### config.mk
export PLATFORM = sky130hd
export DESIGN_NAME = floor_scheduler
export DESIGN_NICKNAME = d
export VERILOG_FILES = /design/src/rtl/floor_scheduler.sv
export SDC_FILE = /design/constraint.sdc
export NUM_CORES = 1
export LEC_CHECK = 0
export CAP_MARGIN = 10
export CELL_PAD_IN_SITES_DETAIL_PLACEMENT = 0
export CELL_PAD_IN_SITES_GLOBAL_PLACEMENT = 2
export CORE_UTILIZATION = 26
export DETAILED_ROUTE_END_ITERATION = 12
export PLACE_DENSITY_LB_ADDON = 0.1
export SYNTH_ARGS = -nofsm -noshare
export SYNTH_HDL_FRONTEND = slang
export SYNTH_SLANG_ARGS = --single-unit
### constraint.sdc
create_clock -name CLK -period 2 [get_ports CLK]
set_input_delay 0.4 -clock CLK [delete_from_list [all_inputs] [get_ports CLK]]
set_output_delay 0.4 -clock CLK [all_outputs]
set_load 0.01 [all_outputs]
### src/rtl/floor_scheduler.sv
// Three-floor car scheduler: latches hall/cabin calls, moves the car and opens the door at each served floor.
// Optional build macro FLOOR_SCHED_AUTH_GATE_EN: cabin calls count only while auth is high.
module floor_scheduler #(
  parameter int FLOOR_CYCLES = 4,
  parameter int DOOR_CYCLES  = 3
) (
  input  logic       CLK,
  input  logic       RST,
  input  logic [2:0] interior_movement,
  input  logic [2:0] exterior_movement,
  input  logic       auth,
  output logic [1:0] engine,
  output logic [2:0] doors,
  output logic [1:0] cur_floor,
  output logic [2:0] pending
);

  localparam logic [1:0] S_IDLE = 2'd0;
  localparam logic [1:0] S_MOVE = 2'd1;
  localparam logic [1:0] S_DOOR = 2'd2;

  localparam int TW = $clog2(FLOOR_CYCLES);
  localparam int DW = $clog2(DOOR_CYCLES + 1);
  localparam logic [TW-1:0] T_LAST = TW'(FLOOR_CYCLES - 1);
  localparam logic [DW-1:0] D_LAST = DW'(DOOR_CYCLES - 1);

  logic [1:0]    state, state_n;
  logic          dir, dir_n;  // 1 = up
  logic [1:0]    floor_n;
  logic [TW-1:0] tcnt, tcnt_n;
  logic [DW-1:0] dcnt, dcnt_n;
  logic [2:0]    pending_n;
  logic [2:0]    int_qual;
  logic [2:0]    req;
  logic [2:0]    clear;

`ifdef FLOOR_SCHED_AUTH_GATE_EN
  assign int_qual = interior_movement & {3{auth}};
`else
  logic unused_auth;
  assign unused_auth = auth;
  assign int_qual    = interior_movement;
`endif

  assign req = exterior_movement | int_qual;

  // True when some outstanding call lies strictly beyond floor f in the given direction.
  function automatic logic req_ahead(input logic [2:0] pend, input logic [1:0] f, input logic up);
    logic r;
    r = 1'b0;
    case (f)
      2'd0:    r = up ? |pend[2:1] : 1'b0;
      2'd1:    r = up ? pend[2] : pend[0];
      2'd2:    r = up ? 1'b0 : |pend[1:0];
      default: r = 1'b0;
    endcase
    return r;
  endfunction

  always_comb begin
    // NOTE: every combinational output gets a default first so no path leaves it unassigned (no latch).
    state_n = state;
    dir_n   = dir;
    floor_n = cur_floor;
    tcnt_n  = tcnt;
    dcnt_n  = dcnt;
    case (state)
      S_IDLE: begin
        if (pending[cur_floor]) begin
          state_n = S_DOOR;
          dcnt_n  = '0;
        end else if (pending != 3'b000) begin
          state_n = S_MOVE;
          tcnt_n  = '0;
          dir_n   = req_ahead(pending, cur_floor, dir) ? dir : ~dir;
        end
      end
      S_MOVE: begin
        if ((dir && cur_floor == 2'd2) || (!dir && cur_floor == 2'd0)) begin
          // Never drive past the end floors; park instead.
          state_n = S_IDLE;
          tcnt_n  = '0;
        end else if (tcnt == T_LAST) begin
          tcnt_n  = '0;
          floor_n = dir ? cur_floor + 2'd1 : cur_floor - 2'd1;
          if (pending[floor_n]) begin
            state_n = S_DOOR;
            dcnt_n  = '0;
          end else if (!req_ahead(pending, floor_n, dir)) begin
            state_n = S_IDLE;
          end
        end else begin
          tcnt_n = tcnt + TW'(1);
        end
      end
      S_DOOR: begin
        if (req[cur_floor]) begin
          dcnt_n = '0;
        end else if (dcnt == D_LAST) begin
          state_n = S_IDLE;
          dcnt_n  = '0;
        end else begin
          dcnt_n = dcnt + DW'(1);
        end
      end
      default: state_n = S_IDLE;
    endcase
    // The floor being served is cleared; its clear beats any new call for it, other floors' sets win.
    clear     = (state_n == S_DOOR) ? (3'b001 << floor_n) : 3'b000;
    pending_n = (pending | req) & ~clear;
  end

  // NOTE: state registers use non-blocking assignment so every flop samples pre-edge values.
  always_ff @(posedge CLK) begin
    // NOTE: synchronous reset also drops any call presented in the reset cycle.
    if (RST) begin
      state     <= S_IDLE;
      dir       <= 1'b1;
      cur_floor <= 2'd0;
      tcnt      <= '0;
      dcnt      <= '0;
      pending   <= 3'b000;
    end else begin
      state     <= state_n;
      dir       <= dir_n;
      cur_floor <= floor_n;
      tcnt      <= tcnt_n;
      dcnt      <= dcnt_n;
      pending   <= pending_n;
    end
  end

  assign engine = (state == S_MOVE) ? (dir ? 2'b01 : 2'b10) : 2'b00;
  assign doors  = (state == S_DOOR) ? (3'b001 << cur_floor) : 3'b000;

endmodule
=== Word-level counts from Yosys, hierarchy flattened ===
Index checks and enable logic that the tools add are counted.

* Flip-flop bits (word level): 12
* Bits of input ports: 9

* Add/subtract/negate cells: 4
* Order comparisons: 2
* Equality and inequality tests: 15
* Shift operators: 2
* Mux-type cells: 47
* Bitwise logic cells: 7
* Reductions and logical operators: 15

{| class="wikitable"
|+ Operators with widths
! cell !! count
|-
| $mux 2 || 24
|-
| $mux 1 || 13
|-
| $eq 2x2->1 const B || 6
|-
| $ne 2x2->1 const B || 6
|-
| $pmux 2 s3 || 2
|-
| $add 2x1->2 const B || 3
|-
| $bmux 1 s2 || 3
|-
| $eq 2x1->1 const B || 3
|-
| $logic_not 2->1 || 3
|-
| $lt 2x3->1 const B || 2
|-
| $mux 3 || 2
|-
| $or 3x3->3 || 2
|-
| $pmux 1 s3 || 2
|-
| $reduce_bool 3->1 || 2
|-
| $shl 1x2->3 const A || 2
|-
| $reduce_and 5->1 || 1
|-
| $pmux 2 s2 || 1
|-
| $reduce_and 4->1 || 1
|-
| $reduce_or 2->1 || 2
|-
| $and 3x3->3 || 1
|-
| $not 1->1 || 3
|-
| $not 3->3 || 1
|-
| $reduce_and 3->1 || 1
|-
| $logic_and 1x1->1 || 2
|-
| other kinds (4) || 4
|}

=== Logic depth before layout (Yosys ltp) ===
* Depth after elaboration: 17
* Mapped depth: 10
* Mapped depth without buffers: 7

=== Worst setup path before layout ===
Ideal clock, no wire load.

* Kind: register to register
* From: register cur_floor[0]
* To: register pending[2]
* Arrival time: 2011 ps
* Required time: 1914 ps
* Slack: -96 ps
* Cell stages (with the launch flop): 10
* Path buffers: 2
* Period minus slack after synthesis: 2096 ps
* Cell sequence: dfxtp_1 buf_2 buf_2 inv_1 ha_1 xnor2_1 and3_1 o21ai_1 nand2_1 a211oi_1

* Longest elaborated chain between the ends: 17

{| class="wikitable"
|+ Ends and longest elaborated chain
! what !! line !! source
|-
| from (decl) || 14 || <nowiki>output logic [1:0] cur_floor,</nowiki>
|-
| from (signal assigned) || 126 || <nowiki>cur_floor <= floor_n;</nowiki>
|-
| $sub 2x1->2 / $add 2x1->2 (equally long branches) || 85 || <nowiki>floor_n = dir ? cur_floor + 2'd1 : cur_floor - 2'd1;</nowiki>
|-
| $mux 2 || 85 ||
|-
| $eq 2x2->1, or another cell as far along || 51 || <nowiki>case (f)</nowiki>
|-
| $pmux 1 s3 || 51 ||
|-
| $mux 1 || 86 || <nowiki>if (pending[floor_n]) begin</nowiki>
|-
| $mux 1 || 83 || <nowiki>end else if (tcnt == T_LAST) begin</nowiki>
|-
| $mux 1 || 79 || <nowiki>if ((dir && cur_floor == 2'd2) || (!dir && cur_floor == 2'd0)) begin</nowiki>
|-
| $mux 1 || 67 || <nowiki>case (state)</nowiki>
|-
| $mux 2 || 89 || <nowiki>end else if (!req_ahead(pending, floor_n, dir)) begin</nowiki>
|-
| $mux 2 || 86 ||
|-
| $mux 2 || 83 ||
|-
| $mux 2 || 79 ||
|-
| $pmux 2 s3 || 67 ||
|-
| $eq 2x2->1 || 109 || <nowiki>clear = (state_n == S_DOOR) ? (3'b001 << floor_n) : 3'b000;</nowiki>
|-
| $mux 3 * || 109 ||
|-
| $not 3->3 * || 110 || <nowiki>pending_n = (pending | req) & ~clear;</nowiki>
|-
| $and 3x3->3 * || 110 ||
|-
| to (signal assigned) || 129 || <nowiki>pending <= pending_n;</nowiki>
|-
| to (decl) || 15 || <nowiki>output logic [2:0] pending</nowiki>
|}

Every way passes the cells marked *; elsewhere a longest branch is shown, timed or not. The select of a mux whose other input is x is not followed.
A chain may end at the register's enable or synchronous reset.

=== Worst setup path after layout ===
* From: register cur_floor[0]
* To: output cur_floor[0]

No word-level cell between the ends.

==> key figures <==
Flow run
  – MaxCap Viol Count: 0

Cells and area
  – Fraction of layout cells with a size suffix above 1: 0.215
  – Area growth syn-to-layout: 36.7%
  – Most frequent cells in the layout: dfxtp_1 (12), clkdlybuf4s50_1 (12), buf_4 (10), nor2_1 (8)
  – Layout Nets: 150
  – Filler Cell Count: around 390
  – Antenna Cells: 0
  – Layout Cells excl Fill: 181
  – Post-layout util: 0.374

Placement
  – GP Congestion: 0.711
  – HPWL after DPL: roughly 1900 um
  – Inst Count DP: 175
  – Port Buffers: 17
  – DP Worst Slack: 0.0201 ns

Timing
  – Rel. slew slack: 0.723
  – Max-slew violations: 0
  – Endpoints failing setup: 0
  – Worst-Margin Slew: approximately 0.42 ns
  – Worst Skew: about 0.011 ns
  – RSZ-0062 raised after global routing: false
  – Fin crit period: about 1.9 ns
  – Final Hold Vio Count: 0
  – Period utilisation layout: 0.950
  – Hold Slack: 0.500 ns
  – Fmax: around 0.53 GHz
  – Worst setup margin: between 0.1 and 0.15 ns

Hold path
  – Hold WC Path Type: reg -> reg

Synth
  – Netlist cell types: 40
  – Top_reg_cell synth: dfxtp_1
  – Yosys top cell area share: 0.261
  – Post-Syn Nets: 125
  – Mean Syn Cell Area: just over 8 um2
  – EDFF count, synth: 0
  – Synth area leaders: dfxtp_1 (26%), ha_1 (6.8%), a21oi_1 (3.8%)
  – Seq/Total Area, Yosys: 0.261
  – YS warnings: 0
  – Dominant cell type by area after synthesis: dfxtp_1
  – Async set-reset flop share out of synthesis: 0
  – Post-Syn Area: 921 um2
  – Post-Synthesis Cells: approximately 110
  – Seq cells post-synth: 12

Detailed routing
  – DR iter-0 viols: 43
  – DRC errors left: 0
  – Vias/cell: 4.93
  – DRT Pass-1 Iters: 4
  – Drt wl/cell: 13.5 um
  – Drt total wl: 2450 um
  – Routed via count: 893
  – Routed Antenna Nets: 0

Global routing
  – Grt met1 use: 0.207
  – Vias in the first global route: 836
  – Met3 Usage GRT: 0.0210
  – Gr ovfl total: 0
  – First-pass GRT wire length: 4000 um
  – GR peak layer: met2
  – Largest net degree at the start of global routing: 15
  – GRT Resource Usage Total: 0.147
  – Initial antenna violation count: 0
  – Met2 Track Usage GR: 0.220

Worst setup path
  – CP delay by family, top: buffers and inverters
  – Worst-path maximum fanout: 14
  – Crit path buf inv count: 3
  – Worst setup SP type: register
  – CP Class: reg -> out
  – Max incr delay on CP: ~0.56 ns
  – Slowest-stage cell, CP: clkdlybuf4s50_1
  – CP Cell Sequence: buf_6, buf_4, clkdlybuf4s50_1
  – CP required: 1.60 ns
  – Critical path endpoint category: output port
  – Critical Path AT: about 1.5 ns
  – Reg2reg setup slack: roughly 0.23 ns

Clock network
  – CTS tree: yes
  – Clock buffer depth: 2
  – H-tree levels: 1
  – Cts bufs inserted: 3
  – Clock transition at the registers of the reported paths: about 0.1 ns
  – CTS sink cnt: 12
  – Worst-Skew Late Latency: 0.28 ns
  – # hold bufs at CTS: 0
  – Root Buffer: clkbuf_4

Run status
  – Outcome: completed

Floorplan
  – Die Ht: 61.5 um
  – DIE WIDTH: roughly 62 um
  – Num rows: 21
  – IO Count: 19
  – Core area: approximately 3400 um2
  – Area of the die: 3780 um2
  – Initial Utilization: 0.274

Power and ir drop
  – Pwr Density: 646 nW/um2
  – Leakage: 0.000544 uW
  – IR drop worst, VDD: 0.272 mV
==> logic make-up (layout without fill, tap and decap cells) <==
group,Yosys count,count (layout),share of synthesized area
AND/OR/NAND/NOR,45,45,0.273
multiplexers,3,3,0.0462
flip-flops,12,12,0.261
buffers and inverters,14,38,0.0720
AO/OA/AOI/OAI,29,29,0.251
XOR/XNOR,3,3,0.0285
adder cells (fa/ha/maj),5,5,0.0679
==> where the power goes <==
part / switching, uW / leakage (uW) / internal, uW
registers: 48.1 / 0.0000985 / 267
clock network: 100 / 0.0000210 / 111
logic: 137 / 0.000425 / 150
==> synthesized netlist by cell type (all sizes together) (3+ instances only) <==
master   instances
xnor2            3
nor3             8
o2111ai          3
and2             4
mux2i            3
nor2             9
a21oi            7
nand2            7
and3             4
buf              6
dfxtp           12
nand2b           5
ha               5
a211oi           3
o21ai            3
inv              6
==> per-stage QoR <==
step                area, um2  total power, uW  TNS (ns)
floorplan                 930              496         0
global placement         1180              603    -0.107
detailed placement       1180              603         0
CTS                      1240              819         0
global route             1260              869         0
finish                   1260              813         0
==> timing repair <==
action                                  CTS  global route
endpoints found under the hold margin     0             0
endpoints found under the setup margin    4             5
resized for setup                         3             9
setup buffers                             2             0
==> state kept, by name (all words and copies together), names as in the netlist <==
| register | cells |
|---|---|
| pending | 3 |
| cur_floor | 2 |
| dcnt | 2 |
| state | 2 |
| tcnt | 2 |
| dir | 1 |
==> worst min-delay path, stage by stage (launching register included) <==
cell	delay, ns
dfxtp_1	0.34
nand3_1	0.07
a21oi_1	0.05
==> final timing paths <==
| check | startpoint | end | cells after the start |
|---|---|---|---|
| max | cur_floor[0] | cur_floor[0] | 3 |
| min | dcnt[0] | dcnt[0] | 2 |
| max reg2reg | cur_floor[0] | pending[0] | 7 |
| min reg2reg | dcnt[0] | dcnt[0] | 2 |
==> routing by layer <==
metal / routed length, um / up-vias / part of all wire
li1: - / 454 / -
met1: 1270 / 425 / 0.52
met2: 1080 / 12 / 0.44
met3: 75 / 2 / 0.031
met4: 20 / 0 / 0.0082
met5: 0 / - / 0
==> final cells by class <==
class | count | area, um2 | share of cell area
multi-input combinational | 85 | 633 | 0.503
timing repair buffer | 28 | 269 | 0.214
sequential | 12 | 240 | 0.191
tap | 46 | 57.6 | 0.0457
clock buffer | 4 | 36.3 | 0.0288
inverter | 6 | 22.5 | 0.0179
Note: power is estimated with default switching activity, not from simulation.
